File: src/rtl/pipe_ctrl.sv
// Five-stage in-order pipeline controller: valid/allowin handshakes, load-use interlock,
// branch redirect with fetch flush, and a stall-cycle counter.
module pipe_ctrl #(
    parameter logic [31:0] RESET_PC = 32'h8000_0000,
    localparam int unsigned XLEN = 32,
    localparam int unsigned REGW = 5
) (
    input  logic            clk,
    input  logic            resetn,
    input  logic            if_ready_go,
    input  logic            mem_ready_go,
    input  logic            ex_busy,
    input  logic [REGW-1:0] id_rs1,
    input  logic [REGW-1:0] id_rs2,
    input  logic            id_use_rs1,
    input  logic            id_use_rs2,
    input  logic            ex_is_load,
    input  logic [REGW-1:0] ex_rd,
    input  logic            br_taken,
    input  logic [XLEN-1:0] br_target,
    output logic [XLEN-1:0] pc,
    output logic            if_valid,
    output logic            id_valid,
    output logic            ex_valid,
    output logic            mem_valid,
    output logic            wb_valid,
    output logic            if_to_id_fire,
    output logic            id_to_ex_fire,
    output logic            ex_to_mem_fire,
    output logic            mem_to_wb_fire,
    output logic            flush_if,
    output logic            load_use_stall,
    output logic [XLEN-1:0] stall_cnt
);

    logic id_ready_go;
    logic ex_ready_go;
    logic id_allowin;
    logic ex_allowin;
    logic mem_allowin;
    logic rs1_hit;
    logic rs2_hit;
    logic br_fire;
    logic stall_cycle;

    // Only a load still in EX can interlock; later producers are forwarded.
    assign rs1_hit        = id_use_rs1 && (id_rs1 == ex_rd);
    assign rs2_hit        = id_use_rs2 && (id_rs2 == ex_rd);
    assign load_use_stall = id_valid && ex_valid && ex_is_load && (ex_rd != '0)
                            && (rs1_hit || rs2_hit);

    assign id_ready_go = !load_use_stall;
    assign ex_ready_go = !ex_busy;

    // WB always accepts, so MEM's allowin depends only on its own progress.
    assign mem_allowin = !mem_valid || mem_ready_go;
    assign ex_allowin  = !ex_valid  || (ex_ready_go && mem_allowin);
    assign id_allowin  = !id_valid  || (id_ready_go && ex_allowin);

    assign if_to_id_fire  = if_valid  && if_ready_go  && id_allowin;
    assign id_to_ex_fire  = id_valid  && id_ready_go  && ex_allowin;
    assign ex_to_mem_fire = ex_valid  && ex_ready_go  && mem_allowin;
    assign mem_to_wb_fire = mem_valid && mem_ready_go;

    assign br_fire     = id_to_ex_fire && br_taken;
    assign flush_if    = br_fire;
    assign stall_cycle = load_use_stall || (ex_valid && ex_busy);

    // Fetch PC: a redirect wins over sequential advance.
    always_ff @(posedge clk or negedge resetn) begin
        if (!resetn) begin
            pc <= RESET_PC;
        end else if (br_fire) begin
            pc <= {br_target[XLEN-1:2], 2'b00};
        end else if (if_to_id_fire) begin
            pc <= pc + XLEN'(4);
        end
    end

    // Stage valid bits; a redirect kills whatever IF hands to ID this cycle.
    always_ff @(posedge clk or negedge resetn) begin
        if (!resetn) begin
            if_valid  <= 1'b0;
            id_valid  <= 1'b0;
            ex_valid  <= 1'b0;
            mem_valid <= 1'b0;
            wb_valid  <= 1'b0;
        end else begin
            if_valid <= 1'b1;
            if (br_fire) begin
                id_valid <= 1'b0;
            end else if (id_allowin) begin
                id_valid <= if_to_id_fire;
            end
            if (ex_allowin) begin
                ex_valid <= id_to_ex_fire;
            end
            if (mem_allowin) begin
                mem_valid <= ex_to_mem_fire;
            end
            wb_valid <= mem_to_wb_fire;
        end
    end

    always_ff @(posedge clk or negedge resetn) begin
        if (!resetn) begin
            stall_cnt <= '0;
        end else if (stall_cycle) begin
            stall_cnt <= stall_cnt + XLEN'(1);
        end
    end

endmodule

File: config.mk
export PLATFORM = sky130hd
export DESIGN_NAME = pipe_ctrl
export DESIGN_NICKNAME = d
export VERILOG_FILES = /design/src/rtl/pipe_ctrl.sv
export SDC_FILE = /design/constraint.sdc
export NUM_CORES = 1
export LEC_CHECK = 0
export ABC_AREA = 1
export BUFFER_PORTS_ARGS = -buffer_cell sky130_fd_sc_hd__buf_4
export CAP_MARGIN = 20
export CORE_ASPECT_RATIO = 0.5
export CORE_UTILIZATION = 43
export CTS_CLUSTER_DIAMETER = 120
export DETAILED_ROUTE_END_ITERATION = 10
export PLACE_DENSITY = 0.65
export SKIP_LAST_GASP = 1
export SYNTH_ARGS = -nofsm -noshare
export SYNTH_HDL_FRONTEND = slang
export SYNTH_SLANG_ARGS = --single-unit
File: constraint.sdc
create_clock -name clk -period 2.4 [get_ports clk]
set_clock_uncertainty 0.05 [all_clocks]
set_input_delay 0.36 -clock clk [delete_from_list [all_inputs] [get_ports clk]]
set_output_delay 0.36 -clock clk [all_outputs]
set_load 0.01 [all_outputs]
==> results of run 1 <==
## cell type report
class	instances	area [um2]	area share
Multi-Input combinational cell	506	2550	0.428
Sequential cell	67	1680	0.282
Timing Repair Buffer	137	1030	0.173
Inverter	69	259	0.0435
Clock buffer	11	233	0.0391
Tap cell	140	175	0.0294
Clock inverter	5	30.0	0.00504
## path summary, 6_finish.rpt
check,depth (start not counted),from,to,slack (ns)
max in group asynchronous,1,resetn,pc[26]$_DFFE_PN0P_,1.62
max reg2reg,7,stall_cnt[0]$_DFFE_PN0P_,stall_cnt[28]$_DFFE_PN0P_,0.42
min,1,resetn,stall_cnt[24]$_DFFE_PN0P_,0.07
min in group clk,3,br_target[22],pc[22]$_DFFE_PN0P_,0.19
max,10,mem_valid$_DFFE_PN0N_,if_to_id_fire,0.20
min reg2reg,1,stall_cnt[9]$_DFFE_PN0P_,stall_cnt[9]$_DFFE_PN0P_,0.47
## cell usage after synthesis (all sizes together)
cell type  number
nand2         210
nand3          80
inv            69
dfrtp          66
nor2           66
nand4          45
xor2           37
nor3           26
buf            24
o21ai          12
xnor2          10
nor4            7
nand3b          5
a21oi           2
conb            2
ha              2
and3            1
dfstp           1
## worst max-delay path, cell delays in order, from the launching register on
cell,delay [ns]
dfrtp_1,0.37
inv_1,0.05
nor2_1,0.12
inv_1,0.06
a21oi_1,0.18
inv_1,0.15
nand2_4,0.11
nand2_4,0.05
nand2_4,0.17
inv_1,0.06
buf_4,0.14
## kinds of logic (layout without fill, tap and decap cells)
group	count (synthesis)	after routing	share of synthesized area
other	2	3	0.00162
xor gates and xnor gates	47	47	0.0886
AOI/OAI and AO/OA	14	14	0.0151
buffers and inverters	93	222	0.0905
DFF	67	67	0.361
adders and majority gates	2	2	0.00539
and+or+nand+nor	440	440	0.438
## flip-flops by register name (all words and copies together), names as in the netlist
name and flops:
mem_valid 1, id_valid 1, if_valid 1, pc 30, stall_cnt 32, ex_valid 1
wb_valid 1
## layer usage
layer | part of all wire | track usage
met1 | 0.46 | 0.291
met2 | 0.49 | 0.427
met3 | 0.041 | 0.0401
met4 | 0.013 | 0.0669
met5 | 0 | 0
## power by group through the flow
| stage | sequential (mW) | clock [mW] | combinational, mW |
|---|---|---|---|
| after floorplan | 1.91 | 0 | 0.874 |
| after global placement | 1.88 | 0 | 1.72 |
| after detailed placement | 1.88 | 0 | 1.75 |
| after CTS | 1.87 | 1.21 | 1.76 |
| after global routing | 1.93 | 1.25 | 1.96 |
| final | 1.88 | 1.18 | 1.74 |
==> flow_summary.yaml, run 1 <==
outcome:
  status: "complete, no violations"
clock_network:
  cts_buffers: 9
  ctsRootBufferMaster: "clkbuf_16"
  cts_setup_buffers: 0
  cts-hold-fix-buffers: 0
  clk_pin_slew_worst_paths_ns: 0.06
  htreeDepth: 3
  cts_num_sinks: 67
  worst_skew_pair.late_latency_ns: 0.33
  cts_tree: "built"
  clockBufferDepth: 2
  cts_resized: 0
timing:
  slew_headroom: 0.413
  setup_slack_ns: 0.202
  tightest_slew_ns: 0.881
  clock.fmax_ghz: 0.455
  whs_ns: 0.0678
  timing_hold_violations_final: 0
  finalCritPeriodShare: 0.916
  rsz0062_at_grt: "no"
  slew_viol_final: 0
  report.final.setup_viol: 0
  fin_crit_ns: 2.20
  fin_tns_setup_ns: 0
finish:
  layout_common_cells: "203 x nand2_1, 137 x buf_4, 78 x nand3_1, 66 x dfrtp_1, 65 x inv_1"
  final_util: 0.575
  syn_to_final_growth_pct: 28.2
  nNetsFinal: 848
  nFillCells: 1052
  final_area_um2: 5950
  final_cells: 935
  drive_above_1_share: 0.219
  mostFrequentLayoutCell: "nand2_1"
  diodes: 0
placed_design:
  place_inst: 919
  place_hpwl_mm: 9.78
  placed_area_um2: 5690
  placement.io_buffers: 126
  gp_congestion: 0.920
  dp_slack_ns: 0.409
power_and_ir_drop:
  swShare: 0.389
  power.share.clock: 0.245
  p_leak_nw: 3.00
  power_density_nw_per_um2: 806
  irDropWorstVdd_uv: 399
  p_total_mw: 4.80
  internal_power_mw: 2.93
  switchingPower_mw: 1.87
  seqPwrFrac: 0.391
  power_frac_comb: 0.363
floorplanning:
  die_y_um: 75.5
  dieArea_um2: 11200
  num_rows: 26
  io_pins: 131
  core_um2: 10300
  start_util: 0.449
  fp.dieW_um: 149
yosys:
  ys_seq_area_frac: 0.361
  ys.warnings.count: 0
  synth_area_leader_cell: "dfrtp_1"
  ys_top_cells_by_area: "dfrtp_1 36%, nand2_1 16%, nand3_1 8.4%"
  synth_area_per_cell_um2: 6.98
  yosysTopAreaCellShare: 0.356
  syn_inst: 665
  syn_area_um2: 4640
  ys_types: 31
  ys_ff_latch: 67
global_route:
  grt_pass1_wl_mm: 20.7
  grt_pass1_vias: 4378
  grt_max_degree: 68
  grt_overflow_total: 0
  grtUsageTotal: 0.234
  antenna_found_initial: 0
routing:
  wire_per_inst_um: 13.6
  drc: 0
  wl_mm: 12.7
  drtIter0Drc: 291
  avgViaCountPerCell: 5.16
  firstDrtPassIters: 5
  vias: 4821
  postRouteAntennaNets: 0
setup_path:
  required_ns: 1.99
  crit_path_end_kind: "primary output"
  path_class: "reg -> out"
  critPathLaunchType: "flop"
  arrival_ns: 1.79
  path_max_fanout: 16
job:
  maxCapViolCount: 0
hold_path:
  worstHoldPathType: "in -> async"
Note: power is estimated with default switching activity, not from simulation.
==> inputs of run 2 (changes only) <==
--- a/config.mk
+++ b/config.mk
@@ -5,14 +5,13 @@
 export SDC_FILE = /design/constraint.sdc
 export NUM_CORES = 1
 export LEC_CHECK = 0
-export ABC_AREA = 1
 export BUFFER_PORTS_ARGS = -buffer_cell sky130_fd_sc_hd__buf_4
 export CAP_MARGIN = 20
 export CORE_ASPECT_RATIO = 0.5
-export CORE_UTILIZATION = 43
+export CORE_UTILIZATION = 50
 export CTS_CLUSTER_DIAMETER = 120
 export DETAILED_ROUTE_END_ITERATION = 10
-export PLACE_DENSITY = 0.65
+export PLACE_DENSITY = 0.76
 export SKIP_LAST_GASP = 1
 export SYNTH_ARGS = -nofsm -noshare
 export SYNTH_HDL_FRONTEND = slang
==> flow_summary.yaml, run 2 <==
outcome:
  status: "complete, no violations"
global_route:
  grt_overflow_total: 0
  grtUsageTotal: 0.253
  grt_pass1_wl_mm: 16.4
  antenna_found_initial: 0
  grt_max_degree: 68
  grt_pass1_vias: 3475
yosys:
  syn_area_um2: 3900
  synth_edf_count: 0
  ys.flop_type: "dfrtp_1"
  synthSimpleGateAreaFrac: 0.253
  synth_area_leader_cell: "dfrtp_1"
  syn_inst: 421
  yosysTopAreaCellShare: 0.423
  synthArstFlopShare: 1.00
  ys_ff_latch: 67
  synth_compound_area_frac: 0.165
  netlist_top_cells_count: "66 x dfrtp_1, 45 x nand2_1, 30 x nand3_1"
  synth-adder-area-share: 0.00642
  ys_top_cells_by_area: "dfrtp_1 42%, xnor2_1 6.5%, nand2_1 4.3%"
  ys_seq_area_frac: 0.430
  synth_area_per_cell_um2: 9.26
  synth_top_family_by_area: "simple AND/OR/NAND/NOR gates"
  ys.warnings.count: 0
  synth_mux_area_frac: 0.00257
  ys_types: 57
  synthXorXnorAreaFrac: 0.0921
  synth_most_common_cell: "dfrtp_1"
setup_path:
  worstReg2RegStart: "pc[4]$_DFFE_PN0P_"
  critPathLaunchType: "flop"
  cp_cell_sequence: "nor2b_1 > o21ai_0 > nand3_1 > a21oi_2 > buf_12 > buf_4"
  slowest_delay_ns: 0.38
  arrival_ns: 1.87
  r2r_end: "pc[15]$_DFFE_PN0P_"
  crit_buf_inv: 2
  path_max_fanout: 31
  rr_worst_depth: 6
  crit_path_end_kind: "primary output"
  crit_family: "compound AO/OA/AOI/OAI gates"
  crit_cells: 6
  required_ns: 1.99
  rrSetupSlack_ns: 0.24
  path_class: "reg -> out"
  cp_slowest_cell: "dfrtp_1"
floorplanning:
  core_um2: 7430
  start_util: 0.525
  io_pins: 131
  dieArea_um2: 8180
  die_y_um: 64.5
  fp.dieW_um: 127
  num_rows: 22
finish:
  nFillCells: 582
  syn_to_final_growth_pct: 34.5
  drive_above_1_share: 0.312
  top_register: "stall_cnt"
  nNetsFinal: 606
  layout_common_cells: "132 x buf_4, 66 x dfrtp_1, 45 x nand2_1, 30 x nand3_1, 29 x xnor2_1"
  top_regs: "stall_cnt (32), pc (30)"
  mostFrequentLayoutCell: "buf_4"
  diodes: 0
  largest_register_ffs: 32
hold_path:
  worstHoldPathType: "in -> async"
power_and_ir_drop:
  p_total_mw: 5.09
  switchingPower_mw: 1.90
  internal_power_mw: 3.19
  irDropWorstVdd_uv: 771
  seqPwrFrac: 0.378
  swShare: 0.374
  power_frac_comb: 0.376
  power_density_nw_per_um2: 971
  power.share.clock: 0.247
  p_leak_nw: 2.46
clock_network:
  cts_buffers: 9
  worst_skew_pair.late_latency_ns: 0.32
  clk_pin_slew_worst_paths_ns: 0.06
  cts_resized: 0
  ctsRootBufferMaster: "clkbuf_16"
  cts_num_sinks: 67
  cts_tree: "built"
  cts-hold-fix-buffers: 0
  cts_setup_buffers: 0
  clockBufferDepth: 2
  htreeDepth: 3
placed_design:
  place_hpwl_mm: 6.74
  placement.io_buffers: 126
  gp_congestion: 0.814
timing:
  slew_headroom: 0.426
  tightest_slew_ns: 0.861
  fin_crit_ns: 2.28
  clock.fmax_ghz: 0.439
  report.final.setup_viol: 0
  fin_tns_setup_ns: 0
  finalCritPeriodShare: 0.950
  slew_viol_final: 0
  rsz0062_at_grt: "no"
  timing_hold_violations_final: 0
routing:
  drc: 0
  wl_mm: 9.80
  drtIter0Drc: 174
  wire_per_inst_um: 15.1
  avgViaCountPerCell: 5.70
  postRouteAntennaNets: 0
  vias: 3695
  firstDrtPassIters: 5
job:
  maxCapViolCount: 0
run 2: cell count changes in the layout (fill, tap and decap cells not counted), moves of 25 or more:
cell	previous run	this run
nand4_1	44	19
inv_1	65	19
nand3_1	78	30
nor2_1	60	19
nand2_1	203	45
xor2_1	37	12
run 2: routing by layer:
layer  up-vias  global-route usage  wire [um]
met3        15              0.0578        502
li1       1786                   -          -
met5         -                   0          0
met1      1778               0.335       4420
met2       116               0.422       4740
met4         0              0.0714        135
run 2: layout make-up:
| class | instances | area (um2) | share of cell area |
|---|---|---|---|
| multi-input combinational | 316 | 2040 | 0.389 |
| clock inverter | 5 | 55.1 | 0.0105 |
| timing repair buffer | 135 | 1050 | 0.200 |
| tap | 96 | 120 | 0.0229 |
| inverter | 19 | 71.3 | 0.0136 |
| clock buffer | 10 | 229 | 0.0437 |
| sequential | 67 | 1680 | 0.320 |
run 2: cells by family after synthesis:
family	after synthesis
simple gates	180
compound gates	89
flops	67
xor+xnor	41
buf+inv	39
fa+ha+maj	2
other cells	2
mux	1
run 2: worst max-delay path by stage:
stage | from | end | slack [ns]
6_report | mem_valid$_DFFE_PN0N_ | flush_if | 0.12
5_1_grt | mem_valid$_DFFE_PN0N_ | flush_if | 0.01
4_1_cts | mem_valid$_DFFE_PN0N_ | flush_if | 0.10
3_5_place_dp | ex_rd[1] | stall_cnt[21]$_DFFE_PN0P_ | 0.24
3_3_place_gp | ex_rd[1] | pc[30]$_DFFE_PN0P_ | 0.27
2_1_floorplan | pc[2]$_DFFE_PN0P_ | pc[28]$_DFFE_PN0P_ | 0.37
run 2: power by group through the flow:
| stage | Clock [mW] | Combinational, mW | Sequential (mW) |
|---|---|---|---|
| 6_report | 1.26 | 1.91 | 1.92 |
| 4_1_cts | 1.28 | 1.92 | 1.91 |
| 5_1_grt | 1.33 | 2.11 | 1.98 |
| 3_3_place_gp | 0 | 1.88 | 1.91 |
| 2_1_floorplan | 0 | 0.956 | 1.98 |
| 3_5_place_dp | 0 | 1.91 | 1.93 |
run 2: stage by stage:
stage	util	std cells	hold slack, ns	setup WS, ns	instance area, um2
after detailed placement	0.667	633	0.433	0.238	4960
final	0.706	648	0.0960	0.120	5240
after global placement	0.667	633	0.413	0.275	4960
after floorplan	-	422	0.0144	0.374	3900
after global routing	0.706	648	0.165	0.0105	5240
after CTS	0.706	648	0.130	0.103	5240
==> inputs of run 3 (changes only) <==
--- a/config.mk
+++ b/config.mk
@@ -7,7 +7,6 @@
 export LEC_CHECK = 0
 export BUFFER_PORTS_ARGS = -buffer_cell sky130_fd_sc_hd__buf_4
 export CAP_MARGIN = 20
-export CORE_ASPECT_RATIO = 0.5
 export CORE_UTILIZATION = 50
 export CTS_CLUSTER_DIAMETER = 120
 export DETAILED_ROUTE_END_ITERATION = 10
==> flow_summary.yaml, run 3 (synthesized netlist as in run 2, its figures left out) <==
placed_design:
  placement.io_buffers: 126
  dp_slack_ns: 0.226
  place_inst: 639
  placed_area_um2: 4980
  gp_congestion: 0.818
  place_hpwl_mm: 7.61
finish:
  largest_register_ffs: 32
  final_area_um2: 5230
  multi_input_area_um2: 2040
  nFillCells: 615
  nNetsFinal: 609
  mostFrequentLayoutCell: "buf_4"
  syn_to_final_growth_pct: 34.1
  drive_above_1_share: 0.315
  final_cells: 655
  top_regs: "stall_cnt (32), pc (30)"
  diodes: 0
  final_util: 0.706
  layout_common_cells: "135 x buf_4, 66 x dfrtp_1, 45 x nand2_1, 30 x nand3_1, 29 x xnor2_1"
  seqCellArea_um2: 1680
  top_register: "stall_cnt"
routing:
  drtIter0Drc: 175
  firstDrtPassIters: 5
  wl_mm: 10.3
  postRouteAntennaNets: 0
  wire_per_inst_um: 15.7
  avgViaCountPerCell: 5.74
  vias: 3762
  drc: 0
timing:
  clock.fmax_ghz: 0.449
  finalCritPeriodShare: 0.928
  setup_slack_ns: 0.172
  slew_viol_final: 0
  report.final.setup_viol: 0
  slew_headroom: 0.436
  whs_ns: 0.0690
  fin_tns_setup_ns: 0
  tightest_slew_ns: 0.846
  timing_hold_violations_final: 0
  fin_crit_ns: 2.23
  rsz0062_at_grt: "no"
power_and_ir_drop:
  p_leak_nw: 2.46
  power_density_nw_per_um2: 961
  irDropWorstVdd_uv: 518
  p_total_mw: 5.03
clock_network:
  cts_buffers: 9
  cts-hold-fix-buffers: 0
  worst_skew_pair.late_latency_ns: 0.34
  cts_num_sinks: 67
  htreeDepth: 3
  ctsRootBufferMaster: "clkbuf_8"
  clk_pin_slew_worst_paths_ns: 0.07
  cts_tree: "built"
  clockBufferDepth: 2
  cts_setup_buffers: 0
global_route:
  antenna_found_initial: 0
  grtUsageTotal: 0.263
  grt_max_degree: 68
  grt_pass1_vias: 3574
  grt_overflow_total: 0
  grt_pass1_wl_mm: 17.3
setup_path:
  critPathLaunchType: "flop"
  path_max_fanout: 8
  crit_path_end_kind: "flop"
  path_class: "reg -> reg"
  slowest_delay_ns: 0.47
  endpoint: "pc[28]$_DFFE_PN0P_"
  cp_slowest_cell: "dfrtp_1"
  cp_cell_sequence: "ha_1 > nand4_2 > nor3_2 > nand3_1 > o21ai_0 > o2bb2ai_1 > a211o_1"
  rr_worst_depth: 7
  required_ns: 2.58
  r2r_end: "pc[28]$_DFFE_PN0P_"
  crit_family: "simple AND/OR/NAND/NOR gates"
  arrival_ns: 2.40
  cp-startpoint: "pc[2]$_DFFE_PN0P_"
  crit_buf_inv: 0
  worstReg2RegStart: "pc[2]$_DFFE_PN0P_"
  crit_cells: 7
  rrSetupSlack_ns: 0.17
floorplanning:
  io_pins: 131
  start_util: 0.526
  die_y_um: 90.3
  core_um2: 7410
  fp.dieW_um: 90.3
  num_rows: 31
  dieArea_um2: 8160
hold_path:
  worstHoldPathType: "in -> async"
outcome:
  status: "complete, no violations"
job:
  maxCapViolCount: 0
==> run 3: cell types whose count changed in the layout (fill, tap and decap cells not counted) <==
cell / previous run / this run
a21oi_1: 12 / 13
clkinv_4: 0 / 1
o21ai_1: 14 / 15
inv_6: 0 / 1
buf_4: 132 / 135
clkinvlp_4: 2 / 0
a21oi_2: 3 / 1
clkbuf_16: 9 / 0
clkbuf_8: 0 / 9
bufinv_16: 1 / 3
o21ai_0: 9 / 8
a21oi_4: 0 / 1
clkinv_2: 2 / 1
==> run 3: worst min path at each step <==
stage,to,slack (ns)
finish,pc[24]$_DFFE_PN0P_,0.07
CTS,pc[24]$_DFFE_PN0P_,0.11
floorplan,ex_valid$_DFFE_PN0N_,0.01
global route,pc[24]$_DFFE_PN0P_,0.15
global placement,stall_cnt[31]$_DFFE_PN0P_,0.42
detailed placement,stall_cnt[31]$_DFFE_PN0P_,0.42
==> run 3: metal layers <==
metal  part of all wire  track usage  vias to the layer above
li1                   -            -                     1789
met1               0.43        0.351                     1818
met2               0.48        0.426                      139
met3              0.068       0.0564                       16
met4              0.017       0.0914                        0
met5                  0            0                        -
==> run 3: area by class of cell <==
cell class / instances / area share
clock buffers: 10 / 0.0244
clock inverters: 6 / 0.0215
inverters: 19 / 0.0136
multi-input cells: 316 / 0.391
flip-flops and latches: 67 / 0.321
well taps: 99 / 0.0237
repair buffers: 138 / 0.205
==> run 3: power by group <==
group / leakage [nW] / total [mW] / switching [mW] / internal (mW)
clock: 0.121 / 1.14 / 0.448 / 0.695
sequential: 0.872 / 1.92 / 0.482 / 1.44
combinational: 1.47 / 1.96 / 0.996 / 0.964
==> run 3: worst reg2reg max path, delay by kind of cell (launching register included) <==
kind	cells	cell delay, ns
and+or+nand+nor	3	0.72
AOI/OAI and AO/OA	3	0.60
DFF	1	0.47
adders and majority gates	1	0.29
==> run 3: what timing repair did <==
action	4_1_cts	5_1_grt
gates resized for setup	0	2
hold endpoints to repair	0	0
endpoints found under the setup margin	0	1
